### src/rtl/seq_key_unlock_p.sv
// Bus-snooping key-sequence unlock: qualified reads in the BA12 window must hit
// KEY_SEQ in order; once unlocked, reads return a pseudo-random LFSR stream.
`timescale 1ns/1ps
module seq_key_unlock_p #(
  parameter int ADDR_W = 4,
  parameter int KEY_LEN = 4,
  parameter logic [KEY_LEN*ADDR_W-1:0] KEY_SEQ = 16'hC9A5,
  parameter int DATA_W = 2,
  parameter int LFSR_W = 6,
  parameter logic [LFSR_W-1:0] LFSR_SEED = 6'h2D,
  parameter logic [ADDR_W-1:0] RELOCK_ADDR = 4'hF,
  parameter bit WRITE_RELOCK = 1'b1,
  parameter int MAX_FAIL = 3,
  localparam int IDX_W = $clog2(KEY_LEN),
  localparam int FAIL_W = $clog2(MAX_FAIL+1)
) (
  input  logic              clk,
  input  logic              rst_n,
  input  logic              acc_stb,
  input  logic              sser,
  input  logic              ba13,
  input  logic              ba12,
  input  logic              br_w,
  input  logic [ADDR_W-1:0] ba_lo,
  output logic [DATA_W-1:0] sdrd,
  output logic              sdrd_oe,
  output logic              unlocked,
  output logic              locked_out,
  output logic [IDX_W-1:0]  key_idx
);
  localparam logic [1:0] SEEK = 2'd0, UNL = 2'd1, LOCK = 2'd2;
  localparam logic [IDX_W-1:0] LAST_IDX = IDX_W'(KEY_LEN-1);
  localparam logic [FAIL_W-1:0] FAIL_LIM = FAIL_W'(MAX_FAIL-1);

  if (LFSR_SEED == '0) begin : g_bad_seed
    $error("LFSR_SEED must be non-zero");
  end
  if (DATA_W > LFSR_W) begin : g_bad_dw
    $error("DATA_W must not exceed LFSR_W");
  end

  logic [ADDR_W-1:0] key_tab [KEY_LEN];
  for (genvar g = 0; g < KEY_LEN; g++) begin : g_key
    assign key_tab[g] = KEY_SEQ[g*ADDR_W +: ADDR_W];
  end

  logic [1:0]        state;
  logic [IDX_W-1:0]  idx;
  logic [FAIL_W-1:0] fail_cnt;
  logic [LFSR_W-1:0] lfsr;
  logic              qual, qrd, hit, hit0, relock;

  assign qual   = acc_stb & ~sser & ~ba13 & ba12;
  assign qrd    = qual & br_w;
  assign hit    = (ba_lo == key_tab[idx]);
  assign hit0   = (ba_lo == key_tab[0]);
  assign relock = (ba_lo == RELOCK_ADDR);

  assign sdrd       = lfsr[DATA_W-1:0];
  assign sdrd_oe    = qrd & (state == UNL) & ~relock;
  assign unlocked   = (state == UNL);
  assign locked_out = (state == LOCK);
  assign key_idx    = idx;

  always_ff @(posedge clk or negedge rst_n) begin
    if (!rst_n) begin
      state    <= SEEK;
      idx      <= '0;
      fail_cnt <= '0;
      lfsr     <= LFSR_SEED;
    end else if (qual) begin
      case (state)
        SEEK: if (qrd) begin
          if (hit) begin
            if (idx == LAST_IDX) begin
              state    <= UNL;
              idx      <= '0;
              fail_cnt <= '0;
              lfsr     <= LFSR_SEED;
            end else begin
              idx <= idx + 1'b1;
            end
          end else if (idx != '0) begin
            // Counter saturates at MAX_FAIL; the limit-reaching miss locks out.
            if (fail_cnt >= FAIL_LIM) begin
              state    <= LOCK;
              idx      <= '0;
              fail_cnt <= FAIL_W'(MAX_FAIL);
            end else begin
              fail_cnt <= fail_cnt + 1'b1;
              idx      <= hit0 ? IDX_W'(1) : '0;
            end
          end
        end
        UNL: begin
          if (qrd) begin
            if (relock) begin
              state <= SEEK;
              idx   <= '0;
            end else begin
              lfsr <= {lfsr[LFSR_W-2:0], lfsr[LFSR_W-1] ^ lfsr[LFSR_W-2]};
            end
          end else if (WRITE_RELOCK) begin
            state <= SEEK;
            idx   <= '0;
          end
        end
        default: ;
      endcase
    end
  end
endmodule

### config.mk
export PLATFORM = sky130hd
export DESIGN_NAME = seq_key_unlock_p
export DESIGN_NICKNAME = d
export VERILOG_FILES = /design/src/rtl/seq_key_unlock_p.sv
export SDC_FILE = /design/constraint.sdc
export NUM_CORES = 1
export LEC_CHECK = 0
export CORE_MARGIN = 2
export CORE_UTILIZATION = 30
export DETAILED_ROUTE_END_ITERATION = 6
export DONT_BUFFER_PORTS = 1
export PLACE_DENSITY_LB_ADDON = 0.25
export SLEW_MARGIN = 40
export SYNTH_ARGS = -nofsm -noshare
export SYNTH_HDL_FRONTEND = slang
export SYNTH_SLANG_ARGS = --single-unit
### constraint.sdc
create_clock -name clk -period 4.7 [get_ports clk]
set_input_delay 0.94 -clock clk [delete_from_list [all_inputs] [get_ports clk]]
set_output_delay 0.94 -clock clk [all_outputs]
set_load 0.005 [all_outputs]
==> out/qor_table.md <==
| Item | Reported |
|---|---|
| Rows | 19 |
| Cell with the most instances after synthesis | sky130_fd_sc_hd__inv_1 |
| Launching instance or port of the critical path | ba13 |
| DR vias | 668 |
| Proportion of netlist area held by the largest area contributor | 0.241 |
| Met2 track utilization from global routing | 0.204 |
| Worst vdd ir | 144 uV |
| Max-slew violations | 0 |
| Antenna violations before repair | 0 |
| Die height | 56.7 um |
| Total area of sequential cells | 305 sq um |
| Wire length of the first global-routing pass | 3030 um |
| Leakage power summed over all cells | 0.376 nW |
| Post-synthesis instance total | 86 |
| Netlist area before placement | 832 sq um |
| Number of filler cells placed in the layout | 290 |
| Leading cell types by count after synthesis | 12 x sky130_fd_sc_hd__inv_1, 8 x sky130_fd_sc_hd__dfrtp_1, 6 x sky130_fd_sc_hd__nor2_1, 6 x sky130_fd_sc_hd__o22ai_1 |
| Worst hold slack | 0.351 ns |
| Worst-path fanout max | 7 |
| Number of detailed-routing iterations run before antenna repair | 4 |
| Average detailed-routed wire length per instance | 15.7 um |
| Result of the run | finished clean |
| Worst Path Buf+Inv | 1 |
| CTS tree | yes |
| Ys Warns | 0 |
| Unrepaired setup endpoints after global routing | false |
| Kind of capture point of the worst setup path | output port |
| CTS root buf | sky130_fd_sc_hd__clkbuf_4 |
| Floorplan die area | 0.00321 sq mm |
| Shortest clock period the worst path allows after layout | 2.61 ns |
| Ratio of routed vias to standard cells | 5.66 |
| Grt met3 use | 0.0507 |
| Required time at the endpoint of the critical path | 3.76 ns |
| H-tree levels | 1 |
| Number of violations reported at the end of detailed-routing iteration 0 | 27 |
| Vias in the first global route | 677 |
| Power density of the placed cells | 220 mW/mm^2 |
| Worst-path clk slew | 0.08 ns |
| Gr usage total | 0.124 |
| Count of endpoints failing hold in the final timing report | 0 |
| Fraction of final layout cells sized beyond drive strength 1 | 0.184 |
| Count of flip-flops with a built-in enable after synthesis | 0 |
| Dominant delay contributor by cell family on the critical path | simple AND/OR/NAND/NOR gates |
| Post-layout instance count excluding filler cells | 118 |
| Number of nets with antenna violations after detailed routing | 0 |
| Count of buffers inserted at the top-level ports | 0 |
| CTS Buf Count | 3 |
| Kind of critical path | in2out |
| Share of the yosys chip area belonging to registers | 0.367 |
| Relative area change from synthesis to final layout | 6.62% |
| Pin count of the biggest net entering global routing | 13 |
| Number of gates given a new drive strength after cts | 0 |
| Initial Utilization | 0.310 |
| Netlist cell types | 39 |
| Fin Setup TNS | 0 ns |
| Synth top area cells | sky130_fd_sc_hd__dfrtp_1 24%, sky130_fd_sc_hd__dfstp_2 13%, sky130_fd_sc_hd__ha_1 6.0% |
| Global route overflow | 0 |
| Crit share post-route | 0.556 |
| Worst hold-check path type | in2async |
| Area of the multi-input gates | 462 sq um |
| Post-CTS Setup Repair Bufs | 0 |
| Final setup violation count | 0 |
| Number of diodes added for antenna fixing | 0 |
| Most area-hungry cell type in the Yosys netlist | sky130_fd_sc_hd__dfrtp_1 |
| Clock tree skew after final layout | 0.00695 ns |
| HPWL after DPL | 1480 um |
| Fraction of registers with async set/reset | 1.00 |
| Area of the placeable core | 0.00269 sq mm |
| GP Congestion | 0.826 |
| I/O pin cnt | 18 |
| Mean instance size in the synthesized netlist | 9.67 sq um |
| Net count of the mapped netlist | 101 |
| Post-detailed-route DRC marker count | 0 |
| Die width | 56.7 um |
| Worst-margin pin slew | 0.441 ns |
| Max-capacitance violation count | 0 |
| Setup slack after layout | 2.09 ns |
| Max Root-Sink Buffers | 2 |
| Most heavily used metal layer in global routing | met2 |
| Hold buffer count at cts | 0 |
| Startpoint type of the worst setup path | input port |
| Nets@finish | 103 |
| Slowest library cell on the worst path | sky130_fd_sc_hd__and4bb_2 |
| Peak Freq | 0.383 GHz |
| Setup slack at placement | 2.09 ns |
| Met1 GRT Util | 0.149 |
| Ordered list of cells on the worst path | and4bb_2 -> nand4_1 -> inv_1 |
| Arrival time of the worst setup path | 1.67 ns |
| Critical path's largest stage delay | 0.30 ns |
| Main synth FF type | sky130_fd_sc_hd__dfrtp_1 |
| Max-Slew Margin vs Limit | 0.702 |
| Clock sink count | 12 |
| Number of placed cells counting well taps | 114 |
| Clock insertion delay at the later pin of the skew report | 0.27 ns |
| Overall routed net length | 1860 um |
| RR Startpoint | key_idx[0]$_DFFE_PN0P_ |
| Flop and latch count out of synthesis | 12 |
[cell type report]
type,instances,area share
clock buffers,4,0.0409
inverters,12,0.0508
multi-input cells,59,0.520
flip-flops and latches,12,0.344
well taps,31,0.0437
[placed cells by master (no fill, tap or decap)]
master                      Yosys  layout
sky130_fd_sc_hd__nand2_2        1       1
sky130_fd_sc_hd__nand4bb_1      1       1
sky130_fd_sc_hd__a31o_1         1       1
sky130_fd_sc_hd__or2_2          1       1
sky130_fd_sc_hd__o22ai_1        6       6
sky130_fd_sc_hd__a32oi_1        1       1
sky130_fd_sc_hd__ha_1           4       4
sky130_fd_sc_hd__clkbuf_8       0       1
sky130_fd_sc_hd__and4b_1        1       1
sky130_fd_sc_hd__a31oi_1        2       2
sky130_fd_sc_hd__nor4_1         1       1
sky130_fd_sc_hd__a32o_1         1       1
sky130_fd_sc_hd__nand2_1        3       3
sky130_fd_sc_hd__o311a_4        1       1
sky130_fd_sc_hd__dfstp_2        4       4
sky130_fd_sc_hd__o21bai_1       1       1
sky130_fd_sc_hd__and4bb_2       1       1
sky130_fd_sc_hd__xor2_1         2       2
sky130_fd_sc_hd__nor4b_1        1       1
sky130_fd_sc_hd__inv_1         12      12
sky130_fd_sc_hd__dfrtp_1        8       8
sky130_fd_sc_hd__a31o_2         2       2
sky130_fd_sc_hd__mux2i_1        2       2
sky130_fd_sc_hd__nor3_1         1       1
sky130_fd_sc_hd__clkbuf_4       0       3
sky130_fd_sc_hd__nand4_1        3       3
sky130_fd_sc_hd__nor4_2         1       1
sky130_fd_sc_hd__nand4b_1       1       1
sky130_fd_sc_hd__and3b_1        1       1
sky130_fd_sc_hd__a311o_1        1       1
sky130_fd_sc_hd__a21oi_1        4       4
sky130_fd_sc_hd__o41ai_2        1       1
sky130_fd_sc_hd__xnor2_1        1       1
sky130_fd_sc_hd__a211oi_1       1       1
sky130_fd_sc_hd__o2111a_1       1       1
sky130_fd_sc_hd__nor4bb_1       1       1
sky130_fd_sc_hd__nand3b_1       1       1
sky130_fd_sc_hd__nand3_1        2       2
sky130_fd_sc_hd__nor2_1         6       6
[final timing paths]
path,endpoint,slack [ns],cells past startpoint
max in group asynchronous,lfsr[5]$_DFFE_PN1P_,4.18,0
max reg2reg,lfsr[1]$_DFFE_PN0P_,2.62,6
min,lfsr[1]$_DFFE_PN0P_,0.35,0
min in group clk,lfsr[3]$_DFFE_PN1P_,0.51,2
max,sdrd_oe,2.09,3
min reg2reg,lfsr[3]$_DFFE_PN1P_,0.51,2
[cell families after synthesis]
| logic type | Yosys count | share of synthesized area |
|---|---|---|
| and+or+nand+nor | 27 | 0.212 |
| AOI/OAI and AO/OA | 23 | 0.227 |
| buffers and inverters | 15 | 0.0782 |
| DFF | 12 | 0.367 |
| adders and majority gates | 4 | 0.0602 |
| xor gates and xnor gates | 3 | 0.0316 |
| muxes | 2 | 0.0241 |
[where the power goes]
part / switching [mW] / internal (mW) / total [mW]
registers: 0.000561 / 0.104 / 0.104
clock network: 0.0343 / 0.0471 / 0.0814
logic: 0.00541 / 0.00414 / 0.00955
total: 0.0403 / 0.155 / 0.195
[sequential cells by signal, summed over array words and instances (netlist names)]
name and cells:
lfsr 6, key_idx 2, fail_cnt 2, state 2
[through the flow]
stage | instance area (sq um) | utilization | power, mW
6_report | 887 | 0.330 | 0.195
5_1_grt | 887 | 0.330 | 0.202
4_1_cts | 887 | 0.330 | 0.197
3_5_place_dp | 851 | 0.317 | 0.116
3_3_place_gp | 851 | 0.317 | 0.115
2_1_floorplan | 832 | - | 0.114
[metal layers]
layer,wire (um),share of wire
met5,0,0
met4,19,0.010
met2,907,0.49
met3,100,0.054
met1,828,0.45
(Power assumes the default switching activity.)
